**config.mk**
```make
export PLATFORM = sky130hd
export DESIGN_NAME = touch_filter
export DESIGN_NICKNAME = d
export VERILOG_FILES = /design/src/rtl/julia_pkg.sv /design/src/rtl/touch_filter_run_counter.sv /design/src/rtl/touch_filter.sv
export SDC_FILE = /design/constraint.sdc
export NUM_CORES = 1
export LEC_CHECK = 0
export ABC_CLOCK_PERIOD_IN_PS = 3800
export BUFFER_PORTS_ARGS = -buffer_cell sky130_fd_sc_hd__clkbuf_2
export CORE_AREA = 3 3 127 129
export DETAILED_ROUTE_END_ITERATION = 8
export DIE_AREA = 0 0 130 132
export PLACE_DENSITY = 0.56
export SYNTH_ARGS = -nofsm -noshare
export SYNTH_HDL_FRONTEND = slang
export SYNTH_SLANG_ARGS = --single-unit
```
**constraint.sdc**
```tcl
create_clock -name i_Clk -period 3.8 [get_ports i_Clk]
set_input_delay 0 -clock i_Clk [delete_from_list [all_inputs] [get_ports i_Clk]]
set_output_delay 0 -clock i_Clk [all_outputs]
set_load 0.02 [all_outputs]
```
**src/rtl/julia_pkg.sv**
```systemverilog
// julia_pkg: shared panel geometry, touch FSM states and counter sizing helper
package julia_pkg;

  localparam int DEF_H_RES = 800;
  localparam int DEF_V_RES = 480;

  typedef enum logic [1:0] {
    IDLE,
    SETTLE,
    SAMPLE,
    HOLD
  } touch_state_t;

  // Width needed to hold 0..n-1, never narrower than one bit
  function automatic int cnt_w(input int n);
    return (n > 1) ? $clog2(n) : 1;
  endfunction

endpackage

```
**src/rtl/touch_filter_run_counter.sv**
```systemverilog
// run_counter: saturating count of consecutive enabled cycles, with clear
module run_counter
  import julia_pkg::*;
#(
  parameter int BOUND = 4,
  parameter int W = cnt_w(BOUND)
) (
  input  logic         clk,
  input  logic         rst,
  input  logic         clr,
  input  logic         en,
  output logic [W-1:0] count
);

  logic [W-1:0] count_d;
  logic [W-1:0] count_q;

  // Clear wins; otherwise count up while enabled and stop at BOUND-1
  always_comb
    count_d = clr ? '0 : (en && count_q != W'(BOUND - 1)) ? count_q + W'(1) : count_q;

  // Count register
  always_ff @(posedge clk or posedge rst)
    if (rst) count_q <= '0;
    else count_q <= count_d;

  assign count = count_q;

endmodule

```
**src/rtl/touch_filter.sv**
```systemverilog
// touch_filter: debounce, clamp and average raw touch reports into one (cx, cy) per press
module touch_filter
  import julia_pkg::*;
#(
  parameter int H_RES          = DEF_H_RES,
  parameter int V_RES          = DEF_V_RES,
  parameter int SETTLE_CYCLES  = 500000,
  parameter int SAMPLE_PERIOD  = 50000,
  parameter int LOG2_SAMPLES   = 2,
  parameter int RELEASE_CYCLES = 500000
) (
  input  logic        i_Clk,
  input  logic        i_Reset,
  input  logic [11:0] i_px_x,
  input  logic [11:0] i_px_y,
  input  logic        i_touch_registered,
  output logic [9:0]  o_cx,
  output logic [8:0]  o_cy,
  output logic        o_valid,
  output logic        o_touch_active
);

  localparam int N   = 1 << LOG2_SAMPLES;
  localparam int SW  = cnt_w(SETTLE_CYCLES);
  localparam int RW  = cnt_w(RELEASE_CYCLES);
  localparam int PW  = cnt_w(SAMPLE_PERIOD);
  localparam int NW  = cnt_w(N);
  localparam int AXW = 10 + LOG2_SAMPLES;
  localparam int AYW = 9 + LOG2_SAMPLES;

  touch_state_t   state_q, state_d;
  logic [SW-1:0]  settle_cnt;
  logic [RW-1:0]  release_cnt;
  logic           settle_en, release_en;
  logic           settle_done, release_done;
  logic [PW-1:0]  period_q, period_d;
  logic [NW-1:0]  scnt_q, scnt_d;
  logic [AXW-1:0] acc_x_q, acc_x_d, sum_x;
  logic [AYW-1:0] acc_y_q, acc_y_d, sum_y;
  logic [9:0]     clamp_x, cx_q, cx_d;
  logic [8:0]     clamp_y, cy_q, cy_d;
  logic           valid_q, valid_d;
  logic           active_q, active_d;
  logic           tick, last;

  assign settle_en    = (state_q == SETTLE) && i_touch_registered;
  assign release_en   = (state_q == HOLD) && !i_touch_registered;
  assign settle_done  = settle_cnt == SW'(SETTLE_CYCLES - 1);
  assign release_done = release_cnt == RW'(RELEASE_CYCLES - 1);

  run_counter #(.BOUND(SETTLE_CYCLES), .W(SW)) u_settle (
    .clk   (i_Clk),
    .rst   (i_Reset),
    .clr   (!settle_en),
    .en    (settle_en),
    .count (settle_cnt)
  );

  run_counter #(.BOUND(RELEASE_CYCLES), .W(RW)) u_release (
    .clk   (i_Clk),
    .rst   (i_Reset),
    .clr   (!release_en),
    .en    (release_en),
    .count (release_cnt)
  );

  // Clamp raw coordinates to the panel and form running sums including this sample
  always_comb begin
    clamp_x = (i_px_x >= 12'(H_RES)) ? 10'(H_RES - 1) : i_px_x[9:0];
    clamp_y = (i_px_y >= 12'(V_RES)) ? 9'(V_RES - 1) : i_px_y[8:0];
    sum_x   = acc_x_q + AXW'(clamp_x);
    sum_y   = acc_y_q + AYW'(clamp_y);
    tick    = period_q == PW'(SAMPLE_PERIOD - 1);
    last    = scnt_q == NW'(N - 1);
  end

  // Next state, sampling and completion; a low touch always aborts to IDLE
  always_comb begin
    state_d  = state_q;
    period_d = period_q;
    scnt_d   = scnt_q;
    acc_x_d  = acc_x_q;
    acc_y_d  = acc_y_q;
    cx_d     = cx_q;
    cy_d     = cy_q;
    valid_d  = 1'b0;
    case (state_q)
      IDLE: state_d = i_touch_registered ? SETTLE : IDLE;
      SETTLE:
        if (!i_touch_registered) state_d = IDLE;
        else if (settle_done) begin
          state_d  = SAMPLE;
          period_d = '0;
          scnt_d   = '0;
          acc_x_d  = '0;
          acc_y_d  = '0;
        end
      SAMPLE:
        if (!i_touch_registered) state_d = IDLE;
        else begin
          period_d = tick ? '0 : period_q + PW'(1);
          if (tick && last) begin
            cx_d    = 10'(sum_x >> LOG2_SAMPLES);
            cy_d    = 9'(sum_y >> LOG2_SAMPLES);
            valid_d = 1'b1;
            state_d = HOLD;
          end else if (tick) begin
            acc_x_d = sum_x;
            acc_y_d = sum_y;
            scnt_d  = scnt_q + NW'(1);
          end
        end
      HOLD: state_d = (!i_touch_registered && release_done) ? IDLE : HOLD;
      default: state_d = IDLE;
    endcase
    active_d = state_d == HOLD;
  end

  // State, datapath and registered outputs
  always_ff @(posedge i_Clk or posedge i_Reset)
    if (i_Reset) begin
      state_q  <= IDLE;
      period_q <= '0;
      scnt_q   <= '0;
      acc_x_q  <= '0;
      acc_y_q  <= '0;
      cx_q     <= '0;
      cy_q     <= '0;
      valid_q  <= 1'b0;
      active_q <= 1'b0;
    end else begin
      state_q  <= state_d;
      period_q <= period_d;
      scnt_q   <= scnt_d;
      acc_x_q  <= acc_x_d;
      acc_y_q  <= acc_y_d;
      cx_q     <= cx_d;
      cy_q     <= cy_d;
      valid_q  <= valid_d;
      active_q <= active_d;
    end

  assign o_cx           = cx_q;
  assign o_cy           = cy_q;
  assign o_valid        = valid_q;
  assign o_touch_active = active_q;

endmodule

```
==> results.py, run 1 <==
metrics = {
    "clocking": {
        "clockRootBuffer": "clkbuf_16",
        "cts.sinks": 102,
        "clk_path_buf_depth": 2,
        "cts_buffers": 9,
        "h-tree-depth": 3,
        "cts_tree": "done",
        "clk_latency_ns": 0.35,
        "clkTransAtPathRegs_ns": 0.07,
        "cts-resized-gates": 0,
        "post_cts.repair.setup_buffers": 0,
    },
    "worst_setup_path": {
        "critical-path-top-delay-family": "compound AO/OA/AOI/OAI gates",
        "worst-path-buf-inv": 1,
        "critical_path_class": "in -> reg",
        "worstReg2RegStart": "state_q[0]$_DFF_PP0_",
        "crit_start": "i_px_x[7]",
        "cp_data_required_time_ns": 4.02,
        "end_kind": "register",
        "max_stage_delay_ns": 0.54,
        "start_kind": "primary input",
        "cp_cell_sequence": "clkbuf_2, o311ai_0, nand2_1, or2_2, ha_1, and3_1, a2111oi_2, o22ai_1, o21ai_0, xnor2_1, o21ai_0",
        "critPathMaxFanout": 6,
        "crit_top_cell": "o21ai_0",
        "critical_path.slowest_cell": "o311ai_0",
        "cp.arrival_ns": 3.08,
    },
    "timing": {
        "fin_skew_ns": 0.00822,
        "setup_tns_ns": 0,
        "setup_viol": 0,
        "post-route-period-util": 0.754,
        "maxSlewHeadroom": 0.255,
        "rsz0062_at_grt": "no",
        "hold_viol": 0,
        "max_freq_mhz": 349,
        "drv_slew": 0,
        "layout_min_cycle_time_ns": 2.87,
        "tightest_slew_ns": 1.12,
    },
    "synthesis": {
        "syn_inst": 619,
        "synthMuxAreaShare": 0.00546,
        "synthArstFlopShare": 1.00,
        "synth_fa_ha_area_frac": 0.0572,
        "synth.cell_area_sq_um": 5730,
        "yosysWarnings": 0,
        "synth_top_family_by_area": "simple AND/OR/NAND/NOR gates",
        "synth_edf_count": 0,
        "ys_seq_elements": 102,
        "synth_fp_nets": 671,
        "synth_xor_area_frac": 0.0856,
        "synth_compound_area_frac": 0.134,
        "synth_ff_type": "dfrtp_1",
        "synthSimpleGateAreaFrac": 0.246,
        "avgSynthCellArea_sq_um": 9.26,
        "seq_area_frac_synth": 0.445,
        "synth.distinct_cells": 60,
    },
    "finish": {
        "n_fill_cell": 1473,
        "fin_util": 0.430,
        "drive_above_1_share": 0.129,
        "regArea_sq_um": 2550,
        "final_nets": 721,
        "diodes": 0,
        "multi_input_area_sq_um": 3030,
        "layout_commonest_cell": "dfrtp_1",
        "area_delta_synth_final_pct": 13.6,
        "final_cell_mix": "102 x dfrtp_1, 75 x nand2_1, 62 x nor2_1, 47 x o21ai_0, 47 x clkbuf_2",
    },
    "detailed_routing": {
        "drt_first_pass_iters": 4,
        "drt_iter0_drc": 266,
        "vias": 4590,
        "viasPerCell": 5.32,
        "routedWlPerCell_um": 14.9,
        "ant_nets": 0,
        "drt_wl_total_um": 12900,
        "drc_errors": 0,
    },
    "placed_design": {
        "globalplace.congestion": 0.843,
        "place_hpwl_um": 9260,
        "numPortBuffers": 47,
    },
    "die": {
        "start_util": 0.378,
        "fp.dieArea_sq_um": 17200,
        "pin_count": 48,
        "coreArea_sq_um": 15100,
        "die_w_um": 130,
        "fp-row-count": 45,
        "die_h_um": 132,
    },
    "worst_hold_path": {
        "min_path_type": "in -> reg",
        "hp-start": "i_px_y[0]",
    },
    "flow_run": {
        "maxCapViolations": 0,
    },
    "global_routing": {
        "grt.overflow.total": 0,
        "grt_pass1_vias": 4602,
        "antenna_found_initial": 0,
        "grt_usage": 0.156,
        "grt_pass1_wl_um": 21900,
        "grt_max_degree": 78,
    },
    "power_and_ir_drop": {
        "p_per_area_nw_per_um2": 334,
        "vdd_drop_max_uv": 213,
        "p_leak_nw": 3.00,
    },
    "run_status": {
        "outcome": "completed",
    },
}
[cell type report]
class | instances | area share
clock buffers | 10 | 0.0352
clock inverters | 6 | 0.0140
inverters | 23 | 0.0136
multi-input cells | 480 | 0.465
flip-flops and latches | 102 | 0.392
well taps | 188 | 0.0361
repair buffers | 53 | 0.0438
[power breakdown]
group | internal [mW] | switching [mW]
logic | 0.0294 | 0.0527
clock network | 0.584 | 0.421
registers | 1.09 | 0.00193
[Yosys cell counts (3+ instances only)]
cell	count	area, sq um
nor3b_1	3	22.5
a31oi_1	3	18.8
inv_1	23	86.3
clkbuf_1	11	41.3
or3_1	12	75.1
xnor2_1	26	228
nand4_1	17	106
nor3_1	22	110
nand3_1	25	125
o31ai_1	3	22.5
ha_1	23	288
nand2b_1	6	37.5
xor2_1	30	263
a21o_1	18	135
a211oi_1	4	30.0
nor4_1	7	43.8
o21ai_0	47	235
and4_1	6	52.6
and3_1	12	75.1
nand2_1	75	282
nor2_1	62	233
o21a_1	4	30.0
dfrtp_1	102	2550
or2_2	11	68.8
a21oi_1	17	85.1
o22ai_1	3	18.8
nor4b_1	5	43.8
[worst paths after layout]
kind / to / slack (ns) / depth (start not counted)
min in group asynchronous: u_release.count[10]$_DFFE_PP0P_ / 0.41 / 3
setup / recovery: o_cx[9]$_DFFE_PP0P_ / 0.93 / 11
hold / removal: acc_y_q[0]$_DFFE_PP0P_ / 0.1 / 5
max in group asynchronous: o_cx[4]$_DFFE_PP0P_ / 2.48 / 4
hold reg to reg: scnt_q[1]$_DFFE_PP0P_ / 0.48 / 2
setup reg to reg: acc_x_q[4]$_DFFE_PP0P_ / 1.03 / 6
[metal layers]
layer  up-vias  track usage  share of wire
met5         -            0              0
met4         0       0.0548          0.016
met3        17       0.0348          0.040
met2        87        0.247           0.46
met1      2193        0.210           0.49
li1       2293            -              -
[registers in the layout (all words and copies together) (netlist names)]
register,count
scnt_q,2
u_settle.count,19
state_q,2
o_touch_active,1
o_cy,9
acc_y_q,11
o_valid,1
period_q,16
acc_x_q,12
o_cx,10
u_release.count,19
[worst min-delay path, stage by stage]
cell	delay [ns]
clkbuf_2	0.07
or2_2	0.09
ha_1	0.12
nand3_1	0.06
nand2_1	0.06
[per-stage QoR]
step                      std cells  worst slack [ns]  cell area (sq um)  power [mW]  hold slack [ns]
after floorplan                 619              1.12               5730        1.16            0.133
after global placement          844             0.752               6170        1.19            0.267
after detailed placement        844             0.555               6170        1.19            0.280
after CTS                       862             0.923               6510        2.22           0.0893
after global routing            862             0.615               6510        2.26            0.115
final                           862             0.935               6510        2.17           0.0960
[what timing repair did]
| action | in CTS | in global routing |
|---|---|---|
| endpoints found under the hold margin | 78 | 0 |
| endpoints found under the setup margin | 0 | 0 |
| hold buffers | 2 | 0 |
[kinds of logic (layout without fill, tap and decap cells)]
family / count (synthesis) / count (layout)
XOR/XNOR: 56 / 56
flip-flops: 102 / 102
multiplexers: 3 / 3
adder cells (fa/ha/maj): 25 / 25
AND/OR/NAND/NOR: 277 / 277
AO/OA/AOI/OAI: 119 / 119
buffers and inverters: 37 / 92
No activity file was read; power rests on OpenSTA's default activity.
==> run 2: changes to the inputs <==
--- a/config.mk
+++ b/config.mk
@@ -5,12 +5,12 @@
 export SDC_FILE = /design/constraint.sdc
 export NUM_CORES = 1
 export LEC_CHECK = 0
-export ABC_CLOCK_PERIOD_IN_PS = 3800
+export ABC_CLOCK_PERIOD_IN_PS = 2440
 export BUFFER_PORTS_ARGS = -buffer_cell sky130_fd_sc_hd__clkbuf_2
 export CORE_AREA = 3 3 127 129
 export DETAILED_ROUTE_END_ITERATION = 8
 export DIE_AREA = 0 0 130 132
-export PLACE_DENSITY = 0.56
+export PLACE_DENSITY = 0.58
 export SYNTH_ARGS = -nofsm -noshare
 export SYNTH_HDL_FRONTEND = slang
 export SYNTH_SLANG_ARGS = --single-unit
==> constraint.sdc (replaced) <==
create_clock -name i_Clk -period 2.44 [get_ports i_Clk]
set_input_delay 0 -clock i_Clk [delete_from_list [all_inputs] [get_ports i_Clk]]
set_output_delay 0 -clock i_Clk [all_outputs]
set_load 0.02 [all_outputs]
==> run 2 against run 1 <==
Net effect:
- clock power rose by 36%
- register-to-register slack got worse by 0.90 ns
- final cell count rose by 3.5%
- flip-flop and latch count did not move
- design area rose by 3.6%
- hold slack improved by 0.0021 ns
- die area did not move
- via count rose by 1.6%
- critical path depth fell by 3
- first-iteration DRC count rose by 31%
- critical endpoint is now period_q[2]$_DFFE_PP0P_
- largest power group unchanged
- highest routed layer unchanged
==> results.py, run 2 (synthesis gave the netlist of run 1 again) <==
metrics = {
    "finish": {
        "final_cell_mix": "102 x dfrtp_1, 75 x nand2_1, 62 x nor2_1, 47 x clkbuf_2, 46 x o21ai_0",
        "area_delta_synth_final_pct": 17.7,
        "diodes": 0,
        "n_fill_cell": 1462,
        "layout_commonest_cell": "dfrtp_1",
        "final_nets": 753,
        "multi_input_area_sq_um": 3060,
        "drive_above_1_share": 0.170,
        "final_cells": 892,
        "regArea_sq_um": 2550,
        "fin_util": 0.445,
    },
    "power_and_ir_drop": {
        "vdd_drop_max_uv": 297,
        "p_per_area_nw_per_um2": 474,
        "p_leak_nw": 3.15,
    },
    "timing": {
        "max_freq_mhz": 433,
        "holdWs_ns": 0.0981,
        "setup_viol": 0,
        "rsz0062_at_grt": "no",
        "fin_skew_ns": 0.00627,
        "tightest_slew_ns": 0.768,
        "maxSlewHeadroom": 0.486,
        "layout_min_cycle_time_ns": 2.31,
        "drv_slew": 0,
        "post-route-period-util": 0.946,
        "hold_viol": 0,
    },
    "clocking": {
        "cts.sinks": 102,
        "cts_tree": "done",
        "cts_buffers": 9,
        "clockRootBuffer": "clkbuf_16",
        "post_cts.repair.setup_buffers": 0,
        "clk_path_buf_depth": 2,
        "clk_latency_ns": 0.35,
        "h-tree-depth": 3,
        "clkTransAtPathRegs_ns": 0.06,
    },
    "detailed_routing": {
        "drt_iter0_drc": 349,
        "drc_errors": 0,
        "routedWlPerCell_um": 14.7,
        "vias": 4662,
        "viasPerCell": 5.23,
        "ant_nets": 0,
        "drt_first_pass_iters": 4,
        "drt_wl_total_um": 13100,
    },
    "placed_design": {
        "globalplace.congestion": 0.869,
        "numPortBuffers": 47,
        "place_inst": 876,
        "place_hpwl_um": 9850,
    },
    "die": {
        "start_util": 0.378,
        "pin_count": 48,
        "fp-row-count": 45,
        "die_w_um": 130,
        "coreArea_sq_um": 15100,
        "fp.dieArea_sq_um": 17200,
        "die_h_um": 132,
    },
    "worst_setup_path": {
        "critical_path.slowest_cell": "or4b_4",
        "cp.arrival_ns": 2.57,
        "start_kind": "register",
        "critical_path_class": "reg -> reg",
        "critPathMaxFanout": 6,
        "end_kind": "register",
        "cp_data_required_time_ns": 2.71,
        "cp_cell_sequence": "ha_1, nand2_1, or4b_4, o31a_1, buf_4, nor2_1, nand2_1, o21ai_0",
        "crit_top_cell": "nand2_1",
        "max_stage_delay_ns": 0.54,
    },
    "flow_run": {
        "maxCapViolations": 0,
    },
    "worst_hold_path": {
        "min_path_type": "in -> reg",
    },
    "global_routing": {
        "grt_usage": 0.161,
        "grt.overflow.total": 0,
        "grt_pass1_vias": 4622,
        "antenna_found_initial": 0,
        "grt_pass1_wl_um": 22400,
        "grt_max_degree": 45,
    },
    "run_status": {
        "outcome": "completed",
    },
}
run 2: worst max-delay path: cells and delay by family (launching register included):
family	cells	cell delay (ns)
AOI/OAI and AO/OA	2	0.57
adders and majority gates	1	0.22
buffers and inverters	1	0.21
DFF	1	0.39
and+or+nand+nor	4	0.83
run 2: path summary, 6_finish.rpt:
kind | from | to | slack [ns] | depth (start not counted)
min in group asynchronous | i_Reset | u_release.count[15]$_DFFE_PP0P_ | 0.30 | 3
min | i_px_y[0] | acc_y_q[0]$_DFFE_PP0P_ | 0.1 | 5
max | u_settle.count[0]$_DFFE_PP0P_ | period_q[2]$_DFFE_PP0P_ | 0.13 | 8
min reg2reg | scnt_q[1]$_DFFE_PP0P_ | scnt_q[1]$_DFFE_PP0P_ | 0.48 | 2
max reg2reg | u_settle.count[0]$_DFFE_PP0P_ | period_q[2]$_DFFE_PP0P_ | 0.13 | 8
max in group asynchronous | i_Reset | o_cx[8]$_DFFE_PP0P_ | 1.38 | 4
run 2: routing by layer:
metal  vias to the layer above  track usage  share of wire
met5                         -            0              0
met2                        61        0.253           0.48
met3                         8       0.0332          0.029
li1                       2354            -              -
met1                      2239        0.223           0.48
met4                         0       0.0485         0.0094
run 2: timing repair:
item / CTS / global route
hold buffers: 2 / 0
endpoints found under the setup margin: 0 / 5
endpoints found under the hold margin: 28 / 0
gates resized for setup: 0 / 4
run 2: cell type report:
class / instances / area share
timing repair buffer: 85 / 0.0797
multi-input combinational: 480 / 0.453
tap: 188 / 0.0349
inverter: 23 / 0.0134
clock buffer: 13 / 0.0401
clock inverter: 1 / 0.000742
sequential: 102 / 0.378
run 2: where the power goes:
part           switching, mW  internal (mW)
clock network          0.593          0.763
logic                 0.0867         0.0580
registers            0.00322           1.69
total                  0.683           2.51
run 2: per-stage QoR:
step | instance area (sq um) | power [mW] | TNS [ns] | worst slack [ns]
floorplan | 5740 | 1.81 | 0 | 0.0323
global placement | 6420 | 1.87 | -1.01 | -0.185
detailed placement | 6420 | 1.87 | -2.20 | -0.242
CTS | 6720 | 3.25 | 0 | 0.0851
global route | 6750 | 3.33 | 0 | 0.0103
finish | 6750 | 3.20 | 0 | 0.131
==> run 3: changes to the inputs <==
--- a/config.mk
+++ b/config.mk
@@ -5,11 +5,12 @@
 export SDC_FILE = /design/constraint.sdc
 export NUM_CORES = 1
 export LEC_CHECK = 0
+export ABC_AREA = 1
 export ABC_CLOCK_PERIOD_IN_PS = 2440
 export BUFFER_PORTS_ARGS = -buffer_cell sky130_fd_sc_hd__clkbuf_2
-export CORE_AREA = 3 3 127 129
+export CORE_AREA = 3 3 133 135
 export DETAILED_ROUTE_END_ITERATION = 8
-export DIE_AREA = 0 0 130 132
+export DIE_AREA = 0 0 136 138
 export PLACE_DENSITY = 0.58
 export SYNTH_ARGS = -nofsm -noshare
 export SYNTH_HDL_FRONTEND = slang
==> run 3 against run 2 <==
Net effect:
- critical path depth is 1 higher
- utilization down 1.7 points
- flip-flop and latch count did not move
- worst setup slack better by 0.38 ns
- hold slack better by 0.052 ns
- count of clock-buffer cells in the layout is 3 lower
- sequential power is essentially flat
- design area grew 5.2%
- power rose by 8.0%
- sequential share of layout area down 1.9 points
- critical path type unchanged
- largest cell class unchanged
- largest power group unchanged
==> results.py, run 3 <==
metrics = {
    "global_routing": {
        "antenna_found_initial": 0,
        "grt_pass1_wl_um": 24400,
        "grt_pass1_vias": 5168,
        "grt_usage": 0.157,
        "grt_max_degree": 75,
        "grt.overflow.total": 0,
    },
    "power_and_ir_drop": {
        "p_sw_frac": 0.225,
        "p_leak_nw": 3.53,
        "finalPower_mw": 3.45,
        "vdd_drop_max_uv": 322,
        "p_clk_frac": 0.444,
        "p_int_mw": 2.68,
        "p_seq_frac": 0.502,
        "comb_power_share": 0.054,
        "p_sw_uw": 778,
        "p_per_area_nw_per_um2": 486,
    },
    "clocking": {
        "clockRootBuffer": "clkbuf_16",
        "clk_path_buf_depth": 2,
        "cts-resized-gates": 0,
        "clk_latency_ns": 0.35,
        "h-tree-depth": 3,
        "cts_buffers": 9,
        "clkTransAtPathRegs_ns": 0.07,
        "cts.sinks": 102,
        "cts_tree": "done",
    },
    "worst_setup_path": {
        "crit_top_cell": "nand2_1",
        "cp.arrival_ns": 2.21,
        "start_kind": "register",
        "worst-path-buf-inv": 0,
        "end_kind": "register",
        "max_stage_delay_ns": 0.39,
        "cp_data_required_time_ns": 2.73,
        "critPathMaxFanout": 5,
        "reg2regPathDepth": 9,
        "cp_cell_sequence": "ha_1, nand3_1, nor2_1, nand2_2, nand2_1, nand2_1, nor2_2, nand3_1, nand2_1",
        "path_depth": 9,
        "critical_path.slowest_cell": "dfrtp_1",
        "critical-path-top-delay-family": "simple AND/OR/NAND/NOR gates",
        "critical_path_class": "reg -> reg",
    },
    "die": {
        "die_w_um": 136,
        "die_h_um": 138,
        "coreArea_sq_um": 16600,
        "pin_count": 48,
        "fp.dieArea_sq_um": 18800,
        "start_util": 0.377,
        "fp-row-count": 47,
    },
    "detailed_routing": {
        "drt_wl_total_um": 14100,
        "drc_errors": 0,
        "wl_met3_um": 499,
        "drt_iter0_drc": 284,
        "wl_met2_um": 6390,
        "ant_nets": 0,
        "drt_first_pass_iters": 5,
        "routedWlPerCell_um": 12.3,
        "vias": 5440,
        "drt-met1-wl_um": 6970,
        "viasPerCell": 4.75,
        "top_layer": "met4",
    },
    "synthesis": {
        "avgSynthCellArea_sq_um": 7.20,
        "synth.distinct_cells": 38,
        "synth_top_cell_by_area": "dfrtp_1",
        "yosysWarnings": 0,
        "yosys-top-cells-count": "257 x nand2_1, 113 x inv_1, 102 x dfrtp_1",
        "synthArstFlopShare": 1.00,
        "synth_edf_count": 0,
        "syn_inst": 867,
        "seq_area_frac_synth": 0.409,
        "synth.cell_area_sq_um": 6240,
        "synthTopCellsByArea": "dfrtp_1 41%, nand2_1 15%, inv_1 6.8%, nor2_1 5.3%, nand3_1 4.7%",
        "synth_fp_nets": 919,
        "yosys.area.top_type_share": 0.409,
        "ys_seq_elements": 102,
        "synth_ff_type": "dfrtp_1",
        "synth_most_common_cell": "nand2_1",
    },
    "finish": {
        "diodes": 0,
        "final_nets": 974,
        "final_cell_mix": "257 x nand2_1, 112 x inv_1, 102 x dfrtp_1, 88 x nor2_1, 59 x nand3_1",
        "layout_commonest_cell": "nand2_1",
        "drive_above_1_share": 0.111,
        "n_fill_cell": 1733,
        "fin_util": 0.428,
        "area_delta_synth_final_pct": 13.7,
    },
    "timing": {
        "layout_min_cycle_time_ns": 1.92,
        "setup_tns_ns": 0,
        "maxSlewHeadroom": 0.595,
        "rsz0062_at_grt": "no",
        "drv_slew": 0,
        "max_freq_mhz": 520,
        "setup_viol": 0,
        "holdWs_ns": 0.150,
        "hold_viol": 0,
        "fin_skew_ns": 0.00588,
        "tightest_slew_ns": 0.603,
        "post-route-period-util": 0.789,
    },
    "placed_design": {
        "place_hpwl_um": 10400,
        "numPortBuffers": 47,
        "globalplace.congestion": 0.884,
    },
    "run_status": {
        "outcome": "completed",
    },
    "flow_run": {
        "maxCapViolations": 0,
    },
    "worst_hold_path": {
        "holdPathStages": 5,
        "min_path_type": "in -> reg",
    },
}
==> run 3: final timing paths <==
check | to | from | slack, ns
worst max-delay path | acc_x_q[9]$_DFFE_PP0P_ | period_q[0]$_DFFE_PP0P_ | 0.52
worst min-delay path | acc_x_q[0]$_DFFE_PP0P_ | i_px_x[0] | 0.15
worst max register to register | acc_x_q[9]$_DFFE_PP0P_ | period_q[0]$_DFFE_PP0P_ | 0.52
worst min register to register | o_cy[1]$_DFFE_PP0P_ | o_cy[1]$_DFFE_PP0P_ | 0.48
max in group asynchronous | u_release.count[2]$_DFFE_PP0P_ | i_Reset | 1.81
min in group asynchronous | acc_y_q[2]$_DFFE_PP0P_ | i_Reset | 0.31
==> run 3: cell type report <==
class | instances | area (sq um) | share of cell area
sequential | 102 | 2550 | 0.360
multi-input combinational | 636 | 3190 | 0.449
inverter | 116 | 439 | 0.0619
timing repair buffer | 57 | 328 | 0.0462
tap | 220 | 275 | 0.0388
clock buffer | 10 | 229 | 0.0323
clock inverter | 5 | 85.1 | 0.0120
==> run 3: metrics by stage <==
step | area, sq um | setup slack, ns | cells
floorplan | 6250 | 0.419 | 867
global placement | 6770 | 0.232 | 1129
detailed placement | 6770 | 0.163 | 1129
CTS | 7100 | 0.481 | 1146
global route | 7100 | 0.206 | 1146
finish | 7100 | 0.516 | 1146
==> run 3: power groups by stage <==
stage	Combinational, mW	Sequential [mW]	Clock [mW]
after global routing	0.218	1.74	1.65
final	0.185	1.73	1.53
after CTS	0.191	1.73	1.58
after detailed placement	0.188	1.77	0
after floorplan	0.123	1.76	0
after global placement	0.186	1.77	0
==> run 3: repair_timing <==
action,4_1_cts,5_1_grt
hold endpoints to repair,103,0
setup buffers,0,0
hold buffers,2,0
==> run 3: tightest hold or removal path: stages <==
cell,delay [ns]
clkbuf_2,0.07
or2_2,0.09
ha_1,0.12
nand2_1,0.05
o21ai_1,0.12
==> run 3: cells by family after synthesis <==
logic type | synth area share
adders and majority gates | 0.0525
AOI/OAI and AO/OA | 0.104
buffers and inverters | 0.0803
and+or+nand+nor | 0.332
xor gates and xnor gates | 0.0224
DFF | 0.409
==> run 3: layer usage <==
metal  GRT usage  up-vias
met5           0        -
met4      0.0472        0
met3      0.0309       14
met2       0.250       77
met1       0.217     2447
li1            -     2902
